===== src/rtl/ysyx_2022040010_shift_iter_if.sv =====
`default_nettype none
// ============================================================================
// Module      : ysyx_2022040010_shift_iter_if
// Description : Request/response bundle for the iterative shifter.
// Revision    : 1.0 - initial release
// ============================================================================
interface ysyx_2022040010_shift_iter_if #(
  parameter int XLEN    = 64,
  parameter int SHAMT_W = $clog2(XLEN)
);
  logic               flush;
  logic               in_valid;
  logic               in_ready;
  logic [XLEN-1:0]    operand;
  logic [SHAMT_W-1:0] shamt;
  logic [2:0]         op;
  logic               word_mode;
  logic               out_valid;
  logic               out_ready;
  logic [XLEN-1:0]    result;
  logic               busy;

  modport master (
    output flush, in_valid, operand, shamt, op, word_mode, out_ready,
    input  in_ready, out_valid, result, busy
  );

  modport slave (
    input  flush, in_valid, operand, shamt, op, word_mode, out_ready,
    output in_ready, out_valid, result, busy
  );
endinterface
`default_nettype wire


===== src/rtl/ysyx_2022040010_shift_iter.sv =====
`default_nettype none
// ============================================================================
// Module      : ysyx_2022040010_shift_iter
// Description : Multi-cycle SLL/SRL/SRA/ROL/ROR, at most STEP bits per cycle.
// Revision    : 1.0 - initial release
// ============================================================================
module ysyx_2022040010_shift_iter #(
  parameter int XLEN = 64,
  parameter int STEP = 8
) (
  input  wire logic                     clk,
  input  wire logic                     rst,
  ysyx_2022040010_shift_iter_if.slave   sif
);
  localparam int SHAMT_W = $clog2(XLEN);

  localparam logic [2:0]         c_OP_SLL    = 3'd0;
  localparam logic [2:0]         c_OP_SRL    = 3'd1;
  localparam logic [2:0]         c_OP_SRA    = 3'd2;
  localparam logic [2:0]         c_OP_ROL    = 3'd3;
  localparam logic [2:0]         c_OP_ROR    = 3'd4;
  localparam logic [SHAMT_W-1:0] c_WORD_MSK  = SHAMT_W'(31);
  localparam logic [SHAMT_W-1:0] c_STEP_K   = SHAMT_W'(STEP);

  typedef enum logic [1:0] {
    S_IDLE = 2'd0,
    S_BUSY = 2'd1,
    S_DONE = 2'd2
  } state_t;

  state_t             r_state, w_state_nxt;
  logic [SHAMT_W-1:0] r_rem, w_rem_nxt;
  logic [XLEN-1:0]    r_acc, w_acc_nxt;
  logic [2:0]         r_op, w_op_nxt;
  logic               r_word, w_word_nxt;
  logic [XLEN-1:0]    r_result, w_result_nxt;

  logic               w_word_in;
  logic [SHAMT_W-1:0] w_eff;
  logic [SHAMT_W-1:0] w_k;
  logic [XLEN-1:0]    w_step;
  logic               w_legal;

  // Word mode only exists on a 64-bit datapath.
  generate
    if (XLEN == 64) begin : g_word_en
      assign w_word_in = sif.word_mode;
    end else begin : g_word_dis
      assign w_word_in = 1'b0;
    end
  endgenerate

  // Word-mode steps keep a sign-extended 32-bit value, so a zero-distance
  // shift doubles as the final sign-extension.
  function automatic logic [XLEN-1:0] f_shift(
    input logic [XLEN-1:0]    v,
    input logic [SHAMT_W-1:0] k,
    input logic [2:0]         op,
    input logic               word
  );
    logic [31:0]     lo;
    logic [31:0]     r32;
    logic [XLEN-1:0] r;
    int              ki;
    lo  = v[31:0];
    ki  = int'(k);
    r32 = '0;
    r   = '0;
    case (op)
      c_OP_SLL: begin r32 = lo << k; r = v << k; end
      c_OP_SRL: begin r32 = lo >> k; r = v >> k; end
      c_OP_SRA: begin
        r32 = $unsigned($signed(lo) >>> k);
        r   = $unsigned($signed(v) >>> k);
      end
      c_OP_ROL: begin
        r32 = (lo << k) | (lo >> (32 - ki));
        r   = (v << k) | (v >> (XLEN - ki));
      end
      c_OP_ROR: begin
        r32 = (lo >> k) | (lo << (32 - ki));
        r   = (v >> k) | (v << (XLEN - ki));
      end
      default: begin r32 = '0; r = '0; end
    endcase
    f_shift = word ? XLEN'($signed(r32)) : r;
  endfunction

  assign w_legal = (sif.op <= c_OP_ROR);
  assign w_eff   = w_word_in ? (sif.shamt & c_WORD_MSK) : sif.shamt;
  assign w_k     = (int'(r_rem) > STEP) ? c_STEP_K : r_rem;
  assign w_step  = f_shift(r_acc, w_k, r_op, r_word);

  always_comb begin
    w_state_nxt  = r_state;
    w_rem_nxt    = r_rem;
    w_acc_nxt    = r_acc;
    w_op_nxt     = r_op;
    w_word_nxt   = r_word;
    w_result_nxt = r_result;
    if (sif.flush) begin
      w_state_nxt = S_IDLE;
      w_rem_nxt   = '0;
    end else begin
      case (r_state)
        S_IDLE: begin
          if (sif.in_valid) begin
            w_op_nxt   = sif.op;
            w_word_nxt = w_word_in;
            w_acc_nxt  = sif.operand;
            if (!w_legal) begin
              w_state_nxt  = S_DONE;
              w_result_nxt = '0;
            end else if (w_eff == '0) begin
              w_state_nxt  = S_DONE;
              w_result_nxt = f_shift(sif.operand, '0, sif.op, w_word_in);
            end else begin
              w_state_nxt = S_BUSY;
              w_rem_nxt   = w_eff;
            end
          end
        end
        S_BUSY: begin
          w_acc_nxt = w_step;
          w_rem_nxt = r_rem - w_k;
          if (r_rem == w_k) begin
            w_state_nxt  = S_DONE;
            w_result_nxt = w_step;
          end
        end
        S_DONE: begin
          if (sif.out_ready) w_state_nxt = S_IDLE;
        end
        default: w_state_nxt = S_IDLE;
      endcase
    end
  end

  always_ff @(posedge clk or posedge rst) begin
    if (rst) begin
      r_state  <= S_IDLE;
      r_rem    <= '0;
      r_acc    <= '0;
      r_op     <= '0;
      r_word   <= 1'b0;
      r_result <= '0;
    end else begin
      r_state  <= w_state_nxt;
      r_rem    <= w_rem_nxt;
      r_acc    <= w_acc_nxt;
      r_op     <= w_op_nxt;
      r_word   <= w_word_nxt;
      r_result <= w_result_nxt;
    end
  end

  assign sif.in_ready  = (r_state == S_IDLE) && !rst;
  assign sif.out_valid = (r_state == S_DONE);
  assign sif.busy      = (r_state != S_IDLE);
  assign sif.result    = r_result;

endmodule
`default_nettype wire


===== src/flat_wrapper.sv =====
// flat-port wrapper written by rule: the top's interface ports become plain ports
module ysyx_2022040010_shift_iter_flat 
#(
  parameter int XLEN = 64,
  parameter int STEP = 8
)
  (clk, rst, sif_flush, sif_in_valid, sif_operand, sif_shamt, sif_op, sif_word_mode, sif_out_ready, sif_in_ready, sif_out_valid, sif_result, sif_busy);
  ysyx_2022040010_shift_iter_if #(.XLEN(XLEN)) sif_i ();
  input  wire logic clk;
  input  wire logic rst;
  input wire logic [$bits(sif_i.flush)-1:0] sif_flush;
  input wire logic [$bits(sif_i.in_valid)-1:0] sif_in_valid;
  input wire logic [$bits(sif_i.operand)-1:0] sif_operand;
  input wire logic [$bits(sif_i.shamt)-1:0] sif_shamt;
  input wire logic [$bits(sif_i.op)-1:0] sif_op;
  input wire logic [$bits(sif_i.word_mode)-1:0] sif_word_mode;
  input wire logic [$bits(sif_i.out_ready)-1:0] sif_out_ready;
  output wire logic [$bits(sif_i.in_ready)-1:0] sif_in_ready;
  output wire logic [$bits(sif_i.out_valid)-1:0] sif_out_valid;
  output wire logic [$bits(sif_i.result)-1:0] sif_result;
  output wire logic [$bits(sif_i.busy)-1:0] sif_busy;
  assign sif_i.flush = sif_flush;
  assign sif_i.in_valid = sif_in_valid;
  assign sif_i.operand = sif_operand;
  assign sif_i.shamt = sif_shamt;
  assign sif_i.op = sif_op;
  assign sif_i.word_mode = sif_word_mode;
  assign sif_i.out_ready = sif_out_ready;
  assign sif_in_ready = sif_i.in_ready;
  assign sif_out_valid = sif_i.out_valid;
  assign sif_result = sif_i.result;
  assign sif_busy = sif_i.busy;
  ysyx_2022040010_shift_iter #(.XLEN(XLEN), .STEP(STEP)) u_core (.clk(clk), .rst(rst), .sif(sif_i));
endmodule

===== config.mk =====
export PLATFORM = sky130hd
export DESIGN_NAME = ysyx_2022040010_shift_iter_flat
export DESIGN_NICKNAME = d
export VERILOG_FILES = /design/src/rtl/ysyx_2022040010_shift_iter_if.sv /design/src/rtl/ysyx_2022040010_shift_iter.sv /design/src/flat_wrapper.sv
export SDC_FILE = /design/constraint.sdc
export NUM_CORES = 1
export LEC_CHECK = 0
export CAP_MARGIN = 0
export CORE_MARGIN = 5
export CORE_UTILIZATION = 30
export DETAILED_ROUTE_END_ITERATION = 12
export PLACE_DENSITY = 0.57
export SYNTH_ARGS = -nofsm -noshare
export SYNTH_HDL_FRONTEND = slang
export SYNTH_SLANG_ARGS = --single-unit

===== constraint.sdc =====
create_clock -name clk -period 11.3 [get_ports clk]
set_clock_uncertainty 0.15 [all_clocks]
set_input_delay 2.825 -clock clk [delete_from_list [all_inputs] [get_ports clk]]
set_output_delay 2.825 -clock clk [all_outputs]
set_load 0.005 [all_outputs]

==> summary.md, run 1 <==
| Metric | Value |
|---|---|
| Minimum clock period | `roughly 6.9 ns` |
| Pin count of the biggest net entering global routing | `slightly above 100` |
| Total leakage power | `just under 8 nW` |
| PortBufs | `roughly 150` |
| Design Area, Final | `20500 um2` |
| Max Clock Freq | `0.145 GHz` |
| # rows | `89` |
| Cell area after synthesis | `roughly 18000 um2` |
| GRT Residual Overflow | `0` |
| Setup TNS | `0 ns` |
| Synth top cells by count | `273 x mux2i_1, 261 x nor2_1, 242 x nand2_1, 178 x a21oi_1, 178 x clkbuf_1` |
| Core Area | `59100 um2` |
| Synth Warn # | `0` |
| Antenna-violating nets left | `0` |
| Antenna Cells | `0` |
| Worst Path Max Fanout | `2` |
| Hold crit path type | `flop to flop` |
| EDFF count, synth | `0` |
| P&R area growth vs syn | `14.5%` |
| Synthesis-stage register bit count | `between 100 and 150` |
| Placer congestion estimate | `1.08` |
| Async set-reset flop share out of synthesis | `100%` |
| First-pass GRT wire length | `159 mm` |
| Placed Area | `approximately 20000 um2` |
| CTS tree | `built` |
| Avg Vias per Cell | `just under 7` |
| Layout cell share with drive strength beyond 1 | `between 10% and 20%` |
| Final cycle utilization of the critical path | `61.2%` |
| Worst slew margin relative to its limit | `2.40%` |
| Power, Total | `0.00428 W` |
| Leading area contributor after synthesis | `dfrtp_1` |
| Synth Area per Inst | `between 7 and 8 um2` |
| CP required | `8.33 ns` |
| Combinational group share of total power | `between 60 and 70%` |
| Nets | `~2400` |
| Setup CP Type | `input port to output port` |
| Clk buf depth | `2` |
| Hold-fix buffers, CTS | `0` |
| Most common cell in the netlist | `mux2i_1` |
| Final Max Tran Viols | `0` |
| Tightest Pin Transition | `~1.5 ns` |
| Num CTS Buffers | `17` |
| CP Launch Type | `input port` |
| WHS | `between 0.3 and 0.4 ns` |
| DIE WIDTH | `254 um` |
| Synth top area share | `about a fifth` |
| Synthesized net count | `around 2400` |
| DP HPWL | `between 80 and 90 mm` |
| Sequential cell area | `3510 um2` |
| Sequential share of the synthesized area | `just under 20%` |
| Initial Util | `30.3%` |
| Clock Tree Root | `clkbuf_16` |
| Post-synth cell types | `100` |
| Drt pass-1 iters | `6` |
| Critical path arrival | `3.94 ns` |
| Final WL | `around 110 mm` |
| Clock transition at the registers of the reported paths | `about 0.07 ns` |
| Initial DRC Count | `around 3400` |
| Clock power share | `between 10% and 20%` |
| Multi-input gate area | `between 10000 and 15000 um2` |
| Top_reg_cell synth | `dfrtp_1` |
| Post_cts resized | `0` |
| Sequential share of power | `around 22%` |
| Worst VDD drop | `between 100 and 150 uV` |
| Final WS setup | `~4.4 ns` |
| Worst-skew pair later-pin latency | `approximately 0.49 ns` |
| GRT Total Usage | `about a third` |
| Fillers | `roughly 6200` |
| Wire per inst | `36.5 um` |
| Synth area leaders | `dfrtp_1 20%, mux2i_1 15%, mux4_2 7.4%` |
| Worst setup EP type | `output port` |
| DR vias | `about 21000` |
| Switching Fraction | `~54%` |
| Sink Count | `140` |
| DIE HEIGHT | `~250 um` |
| CTS H-tree depth | `4` |
| PD cells | `~210 nW/um2` |
| Run status | `completed` |
| DRC viols | `0` |
| Final hold violations | `0` |
| Antenna violations before repair | `3` |
| Psw | `0.00231 W` |
| Ports | `146` |
| Synth Instances | `approximately 2300` |
| Post-CTS Repair Setup Buffers | `0` |
| Die area | `64700 um2` |
| Internal power | `0.00196 W` |
| RSZ-0062 raised after global routing | `false` |
| Vias in the first global route | `20200` |
| Max cap viols | `0` |
| Dpl ws | `4.37 ns` |
| Final setup vio count | `0` |
worst max-delay path, cell delays in order:
cell and delay [ns]:
clkdlybuf4s50_1 0.48, nor2_1 0.13, clkdlybuf4s50_1 0.51
per-stage QoR:
stage | instances | util (%)
2_1_floorplan | 2345 | -
3_3_place_gp | 3079 | 33.7
3_5_place_dp | 3079 | 33.7
4_1_cts | 3111 | 34.7
5_1_grt | 3111 | 34.7
6_report | 3111 | 34.7
flip-flops by register name, indices dropped and copies added, names as in the netlist:
| signal | flops |
|---|---|
| u_core.r_acc | 64 |
| u_core.r_state | 2 |
| u_core.sif.result | 64 |
| u_core.r_op | 3 |
| u_core.r_rem | 6 |
| u_core.r_word | 1 |
cells by family (layout without fill, tap and decap cells):
family | Yosys count | after routing | synth area share [%]
AO/OA/AOI/OAI | 752 | 752 | 27.4
XOR/XNOR | 5 | 5 | 0.286
adder cells (fa/ha/maj) | 2 | 2 | 0.140
buffers and inverters | 292 | 285 | 7.53
flip-flops | 140 | 140 | 19.5
multiplexers | 368 | 368 | 25.2
other | 1 | 1 | 0.0209
AND/OR/NAND/NOR | 785 | 785 | 20.0
cells in the final DEF (no fill, tap or decap), drive strengths merged, types with 10 or more instances in the layout:
cell type      synthesis  final
a2111oi               16     16
a211o                 11     11
a211oi                52     52
a21oi                179    179
a221oi                10     10
a22oi                 31     31
a31oi                 88     88
a32oi                 15     15
buf                   96     90
clkbuf               178     20
clkdlybuf4s50          0    145
dfrtp                140    140
inv                   17     17
mux2                  29     29
mux2i                280    280
mux4                  59     59
nand2                243    243
nand3                 77     77
nand4                 15     15
nor2                 262    262
nor2b                 12     12
nor3                  87     87
nor4                  12     12
o211ai                24     24
o21ai                165    165
o22ai                 26     26
o311ai                11     11
o31ai                 15     15
or3                   19     19
power by group through the flow:
stage	registers [W]	logic (W)	clock network [W]
3_5_place_dp	0.000920	0.00261	0
4_1_cts	0.000913	0.00262	0.000637
6_report	0.000930	0.00273	0.000618
2_1_floorplan	0.000748	0.00155	0
3_3_place_gp	0.000921	0.00262	0
5_1_grt	0.000933	0.00281	0.000651
metal layers:
metal	global-route usage (%)	wire, um	part of all wire, %	up-vias
met3	7.90	10800	9.5	378
met1	44.9	45400	40	10700
li1	-	-	-	8833
met5	0	54	0.048	-
met4	21.8	9110	8.0	4
met2	49.7	48200	42	1406
area by class of cell:
cell class              count  share of cell area, %
clock buffers              20                   2.22
clock inverters            12                  0.786
inverters                  18                  0.390
multi-input cells        1913                   64.4
flip-flops and latches    140                   17.1
well taps                 773                   4.71
repair buffers            235                   10.4
worst paths after layout:
path,from,end,slack (ns),cells past startpoint
worst max-delay path,rst,sif_in_ready,4.38,3
worst min-delay path,u_core.sif.result[10],u_core.sif.result[10],0.35,1
worst max register to register,u_core.r_rem[5],u_core.r_acc[50],4.94,13
worst min register to register,u_core.sif.result[10],u_core.sif.result[10],0.35,1
min in group asynchronous,rst,u_core.r_rem[3],2.74,2
max in group asynchronous,rst,u_core.r_acc[22],6.88,3
(Power assumes the default switching activity.)
==> inputs of run 2 (changes only) <==
- PLACE_DENSITY: 0.57 -> 0.58
- clock period: 11.3 -> 6.3 ns (I/O delays scaled with it)
==> run 2 against run 1 <==
Against the previous run:
- count of clock-buffer cells in the layout unchanged
- setup slack got worse by 2.7 ns
- via count increased by 1.6%
- highest routed layer is now met4
- largest cell class unchanged
- register-to-register slack got worse by 3.3 ns
==> summary.md, run 2 (synthesis gave the netlist of run 1 again) <==
| Metric | Value |
|---|---|
| Nets | `2434` |
| Design Area, Final | `slightly above 20000 um2` |
| Die area | `between 60000 and 70000 um2` |
| Clk buf depth | `2` |
| Sink Count | `140` |
| PD cells | `between 300 and 400 nW/um2` |
| Top Usage Layer GRT | `met2` |
| Tightest Pin Transition | `between 1 and 1.5 ns` |
| DIE WIDTH | `~250 um` |
| Critical path arrival | `between 4 and 5 ns` |
| PortBufs | `roughly 150` |
| Worst slew margin relative to its limit | `20.0%` |
| GRT Residual Overflow | `0` |
| Final hold violations | `0` |
| CP required | `between 6 and 7 ns` |
| Register-to-register setup slack | `1.66 ns` |
| Ports | `146` |
| Post-CTS Repair Setup Buffers | `0` |
| Slowest cell on crit path | `nor3_1` |
| Most frequent cells in the layout | `273 x mux2i_1, 257 x nor2_1, 242 x nand2_1` |
| Fillers | `approximately 6300` |
| Crit path launch | `u_core.r_rem[3]` |
| DR vias | `approximately 22000` |
| Cell family with most CP delay | `simple AND/OR/NAND/NOR gates` |
| Global Route met2 Usage | `53.5%` |
| Min-delay src | `u_core.sif.result[26]` |
| Final Max Tran Viols | `0` |
| Commonest non-fill, non-tap cell in the layout | `mux2i_1` |
| Drt pass-1 iters | `8` |
| Num CTS Buffers | `17` |
| Worst setup EP type | `flop` |
| Worst VDD drop | `~270 uV` |
| Multi-input gate area | `~13000 um2` |
| Antenna violations before repair | `2` |
| Hold crit path type | `flop to flop` |
| Clock transition at the registers of the reported paths | `around 0.070 ns` |
| Setup TNS | `0 ns` |
| Max Clock Freq | `0.216 GHz` |
| DIE HEIGHT | `254 um` |
| Final setup vio count | `0` |
| Clock Tree Root | `clkbuf_16` |
| GRT Total Usage | `36.0%` |
| Run status | `completed` |
| Post_cts resized | `0` |
| Initial Util | `30.3%` |
| P&R area growth vs syn | `15.7%` |
| RSZ-0062 raised after global routing | `false` |
| CTS H-tree depth | `4` |
| Layout cell share with drive strength beyond 1 | `between 10 and 15%` |
| Antenna Cells | `0` |
| Met1 Resource Use GR | `a little under half` |
| First-pass GRT wire length | `between 150 and 200 mm` |
| Sequential cell area | `~3500 um2` |
| DP HPWL | `approximately 86 mm` |
| CP Launch Type | `flop` |
| Wire per inst | `~38 um` |
| # rows | `89` |
| Placer congestion estimate | `around 1.0` |
| Setup CP Type | `flop to flop` |
| Final cycle utilization of the critical path | `roughly 74%` |
| Initial DRC Count | `3378` |
| Hold-fix buffers, CTS | `0` |
| Placed Area | `a little over 20000 um2` |
| Final WL | `120 mm` |
| Critical path cell sequence | `nor4b_4 -> clkinv_2 -> ha_4 -> inv_1 -> xnor2_4 -> mux2i_1 -> o22ai_1 -> nor3_1 -> o311ai_0 -> a21oi_1 -> a31oi_1` |
| Worst Path Max Fanout | `20` |
| Core Area | `59100 um2` |
| WHS | `0.347 ns` |
| Avg Vias per Cell | `6.91` |
| Total leakage power | `between 7 and 8 nW` |
| Placed Cells | `3107` |
| CP max stage delay | `around 0.96 ns` |
| DRC viols | `0` |
| Crit Reg-Reg Startpoint | `u_core.r_rem[3]` |
| Antenna-violating nets left | `0` |
| Pin count of the biggest net entering global routing | `a little over 100` |
| CTS tree | `built` |
| Core Util, Final | `a little over a third` |
| Met3 GRT Util | `8.61%` |
| Minimum clock period | `around 4.6 ns` |
| Vias in the first global route | `20800` |
| Worst-skew pair later-pin latency | `about 0.50 ns` |
| Max cap viols | `0` |
| Layout Cells excl Fill | `approximately 3100` |
| Buf+Inv Stages, Crit Path | `2` |
[run 2: stage by stage]
step / power (W) / setup WS [ns]
3_5_place_dp: 0.00653 / 1.63
5_1_grt: 0.00798 / 1.42
4_1_cts: 0.00758 / 1.73
6_report: 0.00778 / 1.66
2_1_floorplan: 0.00412 / 0.822
3_3_place_gp: 0.00658 / 1.76
[run 2: power breakdown]
group          switching [W]  internal, W
Sequential          0.000502      0.00115
Clock               0.000495     0.000523
Combinational        0.00331      0.00179
Total                0.00431      0.00347
[run 2: cell type report]
type / instances / area share, %
Timing Repair Buffer: 263 / 11.7
Multi-Input combinational cell: 1913 / 63.7
Clock inverter: 12 / 0.507
Tap cell: 773 / 4.66
Inverter: 18 / 0.380
Clock buffer: 20 / 2.15
Sequential cell: 140 / 16.9
[run 2: final timing paths]
check / to / depth (start not counted)
min in group asynchronous: u_core.sif.result[60] / 2
max: u_core.r_acc[0] / 11
min reg2reg: u_core.sif.result[26] / 1
min: u_core.sif.result[26] / 1
max in group asynchronous: u_core.sif.result[27] / 3
max reg2reg: u_core.r_acc[0] / 11
[run 2: layer usage]
layer	vias to the layer above	share of wire [%]
met3	433	9.7
met2	1539	43
met1	10800	39
met4	0	8.4
li1	8895	-
met5	-	0
==> edit, RTL diff (config.mk and constraints of run 2) <==
`XLEN` is set to 64 in 3 places; all go to 32.
--- a/src/rtl/ysyx_2022040010_shift_iter_if.sv
+++ b/src/rtl/ysyx_2022040010_shift_iter_if.sv
@@ -5,7 +5,7 @@
 // Revision    : 1.0 - initial release
 // ============================================================================
 interface ysyx_2022040010_shift_iter_if #(
-  parameter int XLEN    = 64,
+  parameter int XLEN    = 32,
   parameter int SHAMT_W = $clog2(XLEN)
 );
   logic               flush;
--- a/src/rtl/ysyx_2022040010_shift_iter.sv
+++ b/src/rtl/ysyx_2022040010_shift_iter.sv
@@ -5,7 +5,7 @@
 // Revision    : 1.0 - initial release
 // ============================================================================
 module ysyx_2022040010_shift_iter #(
-  parameter int XLEN = 64,
+  parameter int XLEN = 32,
   parameter int STEP = 8
 ) (
   input  wire logic                     clk,
--- a/src/flat_wrapper.sv
+++ b/src/flat_wrapper.sv
@@ -1,7 +1,7 @@
 // flat-port wrapper written by rule: the top's interface ports become plain ports
 module ysyx_2022040010_shift_iter_flat 
 #(
-  parameter int XLEN = 64,
+  parameter int XLEN = 32,
   parameter int STEP = 8
 )
   (clk, rst, sif_flush, sif_in_valid, sif_operand, sif_shamt, sif_op, sif_word_mode, sif_out_ready, sif_in_ready, sif_out_valid, sif_result, sif_busy);
Ports: changed (resized sif_operand, sif_result and sif_shamt); port bits go from 146 to 81. No check against the original RTL was run, so the function may have changed too.
==> edit against run 2 <==
The flow now finishes with violations (capacitance limit, slew limit); setup slack got worse by 0.30 ns; critical endpoint is now u_core.sif.result[13]$_DFFE_PP0P_; power down 53%; synthesized area fell by 47%; wire length fell by 61%; die area is 46% lower; sequential cell count down 66; design area fell by 49%; count of clock-buffer cells in the layout fell by 7.
==> edit: results (changes against run 2) <==
logic_synthesis:
  synthAdderAreaFrac: 0.00265  # +0.00125
  yosysSeqAreaShare: 0.196  # +0.000359
  synthCells: 1245  # -47%
  synth_compound_area_frac: 0.371  # +0.0972
  muxShareOfSynthArea: 0.135  # -0.117
  ys_types: 95  # -5.0%
  synthTopCellsByCount: "a21oi_1 (131), clkbuf_1 (115), nand2_1 (98)"
  syn-num-nets: 1293  # -47%
  synth_edf_count: 0  # unchanged
  synth_area_leaders: "dfrtp_1 (20%), a21oi_1 (6.9%), mux2i_1 (5.1%)"
finish:
  seq_area_mm2: 0.00185  # -47%
  clock_area_frac: 0.0286  # +0.00198
  multi_input_gates: 996  # -48%
  buffer_area_frac: 0.0993  # -0.0176
  nNonClkInverters: 15  # -3
  n_all_buffers: 115  # -56%
  multi_input_area_share: 0.646  # +0.00886
  sh_seq_area: 0.174  # +0.00466
  clkbuf_count: 13  # -35%
  fillerInstances: 3319  # -47%
  drive_gt1_frac: 0.124  # -0.00209
clock_network:
  clock-sinks: 74  # -47%
  clkLatencyLatePin_ns: 0.36  # -0.14 ns
global_route:
  antenna_found_initial: 1  # -1
  grtUsageTotal: 0.255  # -0.105
  grt_pass1_vias: 10953  # -47%
  grt_max_degree: 76  # -25%
critical_path:
  slowest_delay_ns: 1.31  # +0.35 ns
  r2r-start: "u_core.r_rem[0]$_DFFE_PP0P_"
  rrSetupSlack_ns: 1.36  # -0.30 ns
  cp_max_fo: 26  # +30%
  cp.arrival_ns: 5.08  # +0.25 ns
  critPathLaunch: "u_core.r_rem[0]$_DFFE_PP0P_"
timing:
  tightest_slew_ns: 1.47  # +0.279 ns
  slew_viol_final: 1  # +1
  fin_crit_ns: 4.94  # +0.303 ns
  timing.hold.ws_ns: 0.361  # +0.0133 ns
power:
  p_leak_nw: 3.81  # -52%
  vdd.ir_drop.worst_mv: 0.188  # -31%
run:
  drv_cap: 1  # +1
route:
  initialDrtViolationCount: 1865  # -45%
  routedWlPerCell_um: 29.0  # -24%
  drt_first_pass_iters: 6  # -2
placed_design:
  dpl-instance-area_mm2: 0.0104  # -49%
  placedCellCount: 1602  # -48%
  gp_congestion: 1.02  # -1.1%
  place.port_buffers: 79  # -46%
status:
  status: "finished, violations left"
  violations: "capacitance limit, slew limit"
edit: changes by cell type after synthesis, sizes merged, moves of 61 or more:
cell / delta
dfrtp: -66
o21ai: -81
nand2: -145
clkbuf: -61
nor2: -172
mux2i: -232
edit: cell families (layout without fill, tap and decap cells):
| logic type | after synthesis | in the layout |
|---|---|---|
| buffers and inverters | 175 | 145 |
| multiplexers | 96 | 96 |
| flip-flops | 74 | 74 |
| other | 1 | 1 |
| AND/OR/NAND/NOR | 378 | 378 |
| AO/OA/AOI/OAI | 512 | 512 |
| XOR/XNOR | 7 | 7 |
| adder cells (fa/ha/maj) | 2 | 2 |
edit: per-layer routing:
layer	GRT usage	wire [um]
met1	0.332	18000
met2	0.384	20100
met3	0.0607	5720
met4	0.154	3190
met5	0	13
edit: power by group:
group          switching [mW]  total (mW)  internal [mW]
Sequential              0.372       0.982          0.611
Combinational            1.23        2.09          0.864
Clock                   0.208       0.544          0.336
